`src/rtl/joy_shift_reader.sv`:
```
// rtl/joy_shift_reader.sv - serial joystick/button shift-chain reader with whole-frame debounce
module joy_shift_reader #(
    parameter int NBITS     = 16,
    parameter int DIV       = 2,
    parameter int DEBOUNCE  = 2,
    parameter int SYNC_MODE = 0
) (
    input  logic             clk,
    input  logic             reset,
    input  logic             joy_data,
    input  logic             sync_in,
    output logic             joy_clk,
    output logic             joy_load_n,
    output logic [NBITS-1:0] buttons,
    output logic             frame_valid,
    output logic             changed
);

    localparam logic [1:0] S_IDLE  = 2'd0;
    localparam logic [1:0] S_LOAD  = 2'd1;
    localparam logic [1:0] S_SHIFT = 2'd2;
    localparam logic [1:0] S_DONE  = 2'd3;

    localparam logic [7:0] DIV_LAST  = 8'(DIV - 1);
    localparam logic [4:0] IDX_LAST  = 5'(NBITS - 1);
    localparam logic [3:0] DEB_LIMIT = 4'(DEBOUNCE);

    logic [1:0]       state;
    logic [7:0]       div_cnt;
    logic             tick;
    logic [4:0]       idx;
    logic             load_second;
    logic [NBITS-1:0] raw;
    logic [NBITS-1:0] candidate;
    logic [3:0]       stable_cnt;
    logic             sync_d;
    logic             sync_pending;
    logic             sync_rise;

    logic [NBITS-1:0] cand_nxt;
    logic [3:0]       cnt_nxt;
    logic             qualify;

    assign tick      = (div_cnt == DIV_LAST);
    assign sync_rise = sync_in & ~sync_d;

    // Free-running tick divider; the chain outputs only move on ticks.
    always_ff @(posedge clk) begin
        if (reset) begin
            div_cnt <= 8'd0;
        end else if (tick) begin
            div_cnt <= 8'd0;
        end else begin
            div_cnt <= div_cnt + 8'd1;
        end
    end

    // Whole-frame debounce: next candidate/count and whether buttons should take it.
    always_comb begin
        cand_nxt = candidate;
        cnt_nxt  = stable_cnt;
        if (raw == candidate) begin
            if (stable_cnt >= DEB_LIMIT) begin
                cnt_nxt = DEB_LIMIT;
            end else begin
                cnt_nxt = stable_cnt + 4'd1;
            end
        end else begin
            cand_nxt = raw;
            cnt_nxt  = 4'd1;
        end
        qualify = (cnt_nxt >= DEB_LIMIT) && (cand_nxt != buttons);
    end

    // Frame sequencer: load pulse, shift/sample per bit, then one-cycle debounce commit.
    always_ff @(posedge clk) begin
        if (reset) begin
            state        <= S_IDLE;
            idx          <= 5'd0;
            load_second  <= 1'b0;
            joy_clk      <= 1'b0;
            joy_load_n   <= 1'b1;
            buttons      <= '1;
            raw          <= '1;
            candidate    <= '1;
            stable_cnt   <= 4'd0;
            frame_valid  <= 1'b0;
            changed      <= 1'b0;
            sync_d       <= 1'b0;
            sync_pending <= 1'b0;
        end else begin
            frame_valid <= 1'b0;
            changed     <= 1'b0;
            sync_d      <= sync_in;
            case (state)
                S_IDLE: begin
                    joy_load_n <= 1'b1;
                    joy_clk    <= 1'b0;
                    if (SYNC_MODE == 0) begin
                        if (tick) begin
                            state       <= S_LOAD;
                            joy_load_n  <= 1'b0;
                            load_second <= 1'b0;
                        end
                    end else begin
                        if (tick && sync_pending) begin
                            state        <= S_LOAD;
                            joy_load_n   <= 1'b0;
                            load_second  <= 1'b0;
                            sync_pending <= 1'b0;
                        end else if (sync_rise) begin
                            sync_pending <= 1'b1;
                        end
                    end
                end
                S_LOAD: begin
                    joy_clk <= 1'b0;
                    if (tick) begin
                        if (load_second) begin
                            joy_load_n <= 1'b1;
                            idx        <= 5'd0;
                            state      <= S_SHIFT;
                        end else begin
                            load_second <= 1'b1;
                        end
                    end
                end
                S_SHIFT: begin
                    if (tick) begin
                        if (!joy_clk) begin
                            for (int i = 0; i < NBITS; i++) begin
                                if (idx == 5'(i)) begin
                                    raw[i] <= joy_data;
                                end
                            end
                            joy_clk <= 1'b1;
                        end else begin
                            joy_clk <= 1'b0;
                            if (idx == IDX_LAST) begin
                                state <= S_DONE;
                            end else begin
                                idx <= idx + 5'd1;
                            end
                        end
                    end
                end
                S_DONE: begin
                    candidate   <= cand_nxt;
                    stable_cnt  <= cnt_nxt;
                    frame_valid <= 1'b1;
                    if (qualify) begin
                        buttons <= cand_nxt;
                        changed <= 1'b1;
                    end
                    state <= S_IDLE;
                end
                default: begin
                    state <= S_IDLE;
                end
            endcase
        end
    end

endmodule

```
`config.mk`:
```
export PLATFORM = sky130hd
export DESIGN_NAME = joy_shift_reader
export DESIGN_NICKNAME = d
export VERILOG_FILES = /design/src/rtl/joy_shift_reader.sv
export SDC_FILE = /design/constraint.sdc
export NUM_CORES = 1
export LEC_CHECK = 0
export BUFFER_PORTS_ARGS = -buffer_cell sky130_fd_sc_hd__buf_2
export CAP_MARGIN = 20
export CELL_PAD_IN_SITES_DETAIL_PLACEMENT = 0
export CELL_PAD_IN_SITES_GLOBAL_PLACEMENT = 2
export CORE_MARGIN = 2
export CORE_UTILIZATION = 38
export DETAILED_ROUTE_END_ITERATION = 7
export HOLD_SLACK_MARGIN = 0.02
export PLACE_DENSITY = 0.81
export SLEW_MARGIN = 0
export SYNTH_ARGS = -nofsm -noshare
export SYNTH_HDL_FRONTEND = slang
export SYNTH_SLANG_ARGS = --single-unit
```
`constraint.sdc`:
```
create_clock -name clk -period 2.4 [get_ports clk]
set_input_delay 0 -clock clk [delete_from_list [all_inputs] [get_ports clk]]
set_output_delay 0 -clock clk [all_outputs]
set_load 0.05 [all_outputs]
```
==> impl_metrics.csv <==
group,metric,value,unit
run_status,status,"completed",
route,routed_via_density,5.16,
sta,finalClockSkew,13.2,ps
critical_path,regToRegSetupSlack,230,ps
clock_tree,cts-root-buf,"clkbuf_8",
clock_tree,ctsResizeCount,0,
final_layout,area_growth,13.3,%
sta,hold_violations,0,
global_routing,antenna_found_initial,0,
synth,ys_seq_area_frac,0.400,
floorplanning,io_pins,24,
global_routing,grt_use_met3,0.0290,
critical_path,cp_max_fo,9,
route,drc,0,
min_path,holdPathEnd,"raw[15]",
synth,synthDistinctLibCells,48,
min_path,hold_path_class,"in2reg",
placement,gp_congestion,0.724,
critical_path,timing.rr.start,"div_cnt[0]",
critical_path,slowest_delay,400,ps
placement,io_buffers,22,
global_routing,grt_overflow,0,
route,dr.first_iter.drc_count,122,
sta,relSlewSlack,0.617,
floorplanning,die_h,101,microns
route,drt-pass1-iter-count,4,
min_path,whs_path_depth,3,
floorplanning,rows,35,
synth,ys.flop_type,"dfxtp_1",
critical_path,crit_chain,"ha_1 -> nor4b_4 -> nand4_4 -> nor3b_4 -> a21boi_1 -> a311o_1",
synth,async_flop_share,0,
min_path,hold_start,"joy_data",
clock_tree,clock-sinks,72,
critical_path,cpMaxStageDelayCell,"dfxtp_1",
synth,syn_area_per_cell,9.58,sq um
clock_tree,clockBufferDepth,2,
critical_path,crit_family,"simple AND/OR/NAND/NOR gates",
route,wl,7.98,mm
global_routing,grt_max_degree,38,
critical_path,crit_path_end_kind,"flip-flop",
sta,slew_viol_final,0,
global_routing,grt_pass1_wl,13.4,mm
floorplanning,core,9240,sq um
final_layout,num-nets-final,418,
global_routing,grtUsageMet1,0.247,
synth,syn_inst,376,
critical_path,required,2620,ps
critical_path,timing.rr.end,"raw[6]",
clock_tree,h-tree-depth,3,
placement,dpl_cell_area,3910,sq um
clock_tree,cts_setup_buffers,0,
floorplanning,die-width,101,microns
synth,synth_fp_nets,393,
critical_path,worst-path-buf-inv,0,
clock_tree,clkTransAtPathRegs,80,ps
clock_tree,cts_tree,"built",
power_and_ir_drop,total_power,2.94,mW
clock_tree,cts_hold_buf,0,
power_and_ir_drop,p_leak,1.55,nW
global_routing,grt-busiest-layer,"met1",
synth,synth_seq_cells,72,
route,vias,2758,
sta,tns,0,ps
floorplanning,start_util,0.390,
final_layout,drive_gt1_frac,0.170,
final_layout,design_area,4080,sq um
global_routing,grt_use_total,0.168,
sta,layout_min_cycle_time,2170,ps
critical_path,rr_worst_depth,6,
power_and_ir_drop,cellPowerDensity,721,nW/um^2
route,wl_per_cell,14.9,microns
critical_path,worstSetupPathType,"reg2reg",
critical_path,start_kind,"flip-flop",
placement,hpwlAfterDp,5.68,mm
sta,worstMarginPinSlew,573,ps
global_routing,first_global_vias,2650,
sta,max_freq,462,MHz
synth,ys_warn_count,0,
sta,fin_crit_sh,0.903,
clock_tree,insertion_delay,340,ps
synth,syn-cell-area,3600,sq um
power_and_ir_drop,peakVddDrop,0.444,mV
critical_path,cp.arrival,2390,ps
run,max-cap-violations,0,
global_routing,met2_usage,0.240,
final_layout,n_antenna_cell,0,
sta,setup_viol,0,
route,ant_nets,0,
clock_tree,cts_inserted_buffers,9,
floorplanning,dieArea,10300,sq um
synth,synth_edf_count,0,
sta,rsz0062_at_grt,"false",
[power breakdown]
part | switching (mW) | leakage (nW) | internal (mW) | total, mW
Sequential | 0.0514 | 0.583 | 1.26 | 1.31
Clock | 0.449 | 0.0841 | 0.396 | 0.844
Combinational | 0.512 | 0.888 | 0.280 | 0.791
Total | 1.01 | 1.55 | 1.93 | 2.94
[final cells by class]
cell class / instances / area (sq um)
Fill cell: 914 / 5160
Tap cell: 129 / 161
Multi-Input combinational cell: 269 / 2030
Clock buffer: 10 / 138
Clock inverter: 5 / 33.8
Timing Repair Buffer: 39 / 238
Sequential cell: 72 / 1440
Inverter: 10 / 37.5
[flip-flops by register name, indices dropped and copies added (netlist names)]
signal / cells
idx: 5
load_second: 1
frame_valid: 1
joy_clk: 1
candidate: 16
joy_load_n: 1
changed: 1
div_cnt: 8
stable_cnt: 4
buttons: 16
state: 2
raw: 16
[synth_stat cells (all sizes together), types with 2 or more instances]
master / n / area [sq um]
dfxtp: 72 / 1440
nor2: 28 / 105
clkbuf: 20 / 75.1
xor2: 20 / 175
and2: 18 / 113
xnor2: 18 / 158
nor2b: 17 / 106
a211o: 16 / 140
a21o: 16 / 120
a41o: 16 / 160
ha: 13 / 163
nand3: 12 / 60.1
inv: 10 / 37.5
a211oi: 9 / 67.6
a21oi: 9 / 45.0
a31oi: 9 / 56.3
nand2: 9 / 36.3
nand2b: 7 / 43.8
nand4: 7 / 65.1
nor3: 6 / 40.0
nor4: 6 / 43.8
buf: 5 / 21.3
a21boi: 4 / 30.0
a311o: 4 / 40.0
nor3b: 4 / 46.3
mux2i: 3 / 30.0
o21bai: 3 / 22.5
a21bo: 2 / 20.0
and3: 2 / 12.5
nand4b: 2 / 17.5
[cells by family after synthesis]
group                    count (synthesis)  share of synthesized area
AND/OR/NAND/NOR                        121                      0.202
AO/OA/AOI/OAI                           93                      0.211
flip-flops                              72                      0.400
XOR/XNOR                                38                     0.0924
buffers and inverters                   35                     0.0372
adder cells (fa/ha/maj)                 13                     0.0451
multiplexers                             4                     0.0125
[routing by layer]
layer / vias up / share of wire
met1: 1315 / 0.53
met2: 28 / 0.43
met3: 9 / 0.026
li1: 1406 / -
met5: - / 0
met4: 0 / 0.016
[per-stage QoR]
| step | instances | setup WS, ps | util | hold WS [ps] |
|---|---|---|---|---|
| 2_1_floorplan | 376 | 318 | - | 315 |
| 3_3_place_gp | 519 | 311 | 0.423 | 374 |
| 3_5_place_dp | 519 | 269 | 0.423 | 379 |
| 4_1_cts | 534 | 239 | 0.442 | 23.4 |
| 5_1_grt | 534 | 65.1 | 0.442 | 53.1 |
| 6_report | 534 | 233 | 0.442 | 34.7 |
[worst max path at each step]
stage                     slack, ps         end        from  depth (start not counted)
after global routing             70      raw[6]  div_cnt[0]                          6
after floorplan                 320      idx[1]      idx[0]                          7
after CTS                       240      raw[6]  div_cnt[0]                          6
final                           230      raw[6]  div_cnt[0]                          6
after detailed placement        270  buttons[7]     raw[13]                          5
after global placement          310      raw[8]  div_cnt[0]                          6
[worst reg2reg max path: stages, from the launching register on]
cell and delay [ps]:
dfxtp_1 400, ha_1 180, nor4b_4 360, nand4_4 270, nor3b_4 400, a21boi_1 120
a311o_1 320
[cells in the final DEF (no fill, tap or decap), types with 9 or more instances in the layout]
master	count
a211oi_1	9
a31oi_1	9
xnor2_1	18
dfxtp_1	72
buf_2	22
a21o_1	16
nand3_1	12
ha_1	13
inv_1	10
and2_1	17
nor2_1	28
buf_4	17
a41o_1	16
nor2b_1	17
clkbuf_8	10
a21oi_1	9
a211o_1	16
xor2_1	20
Power figures use the tool's default switching activity.
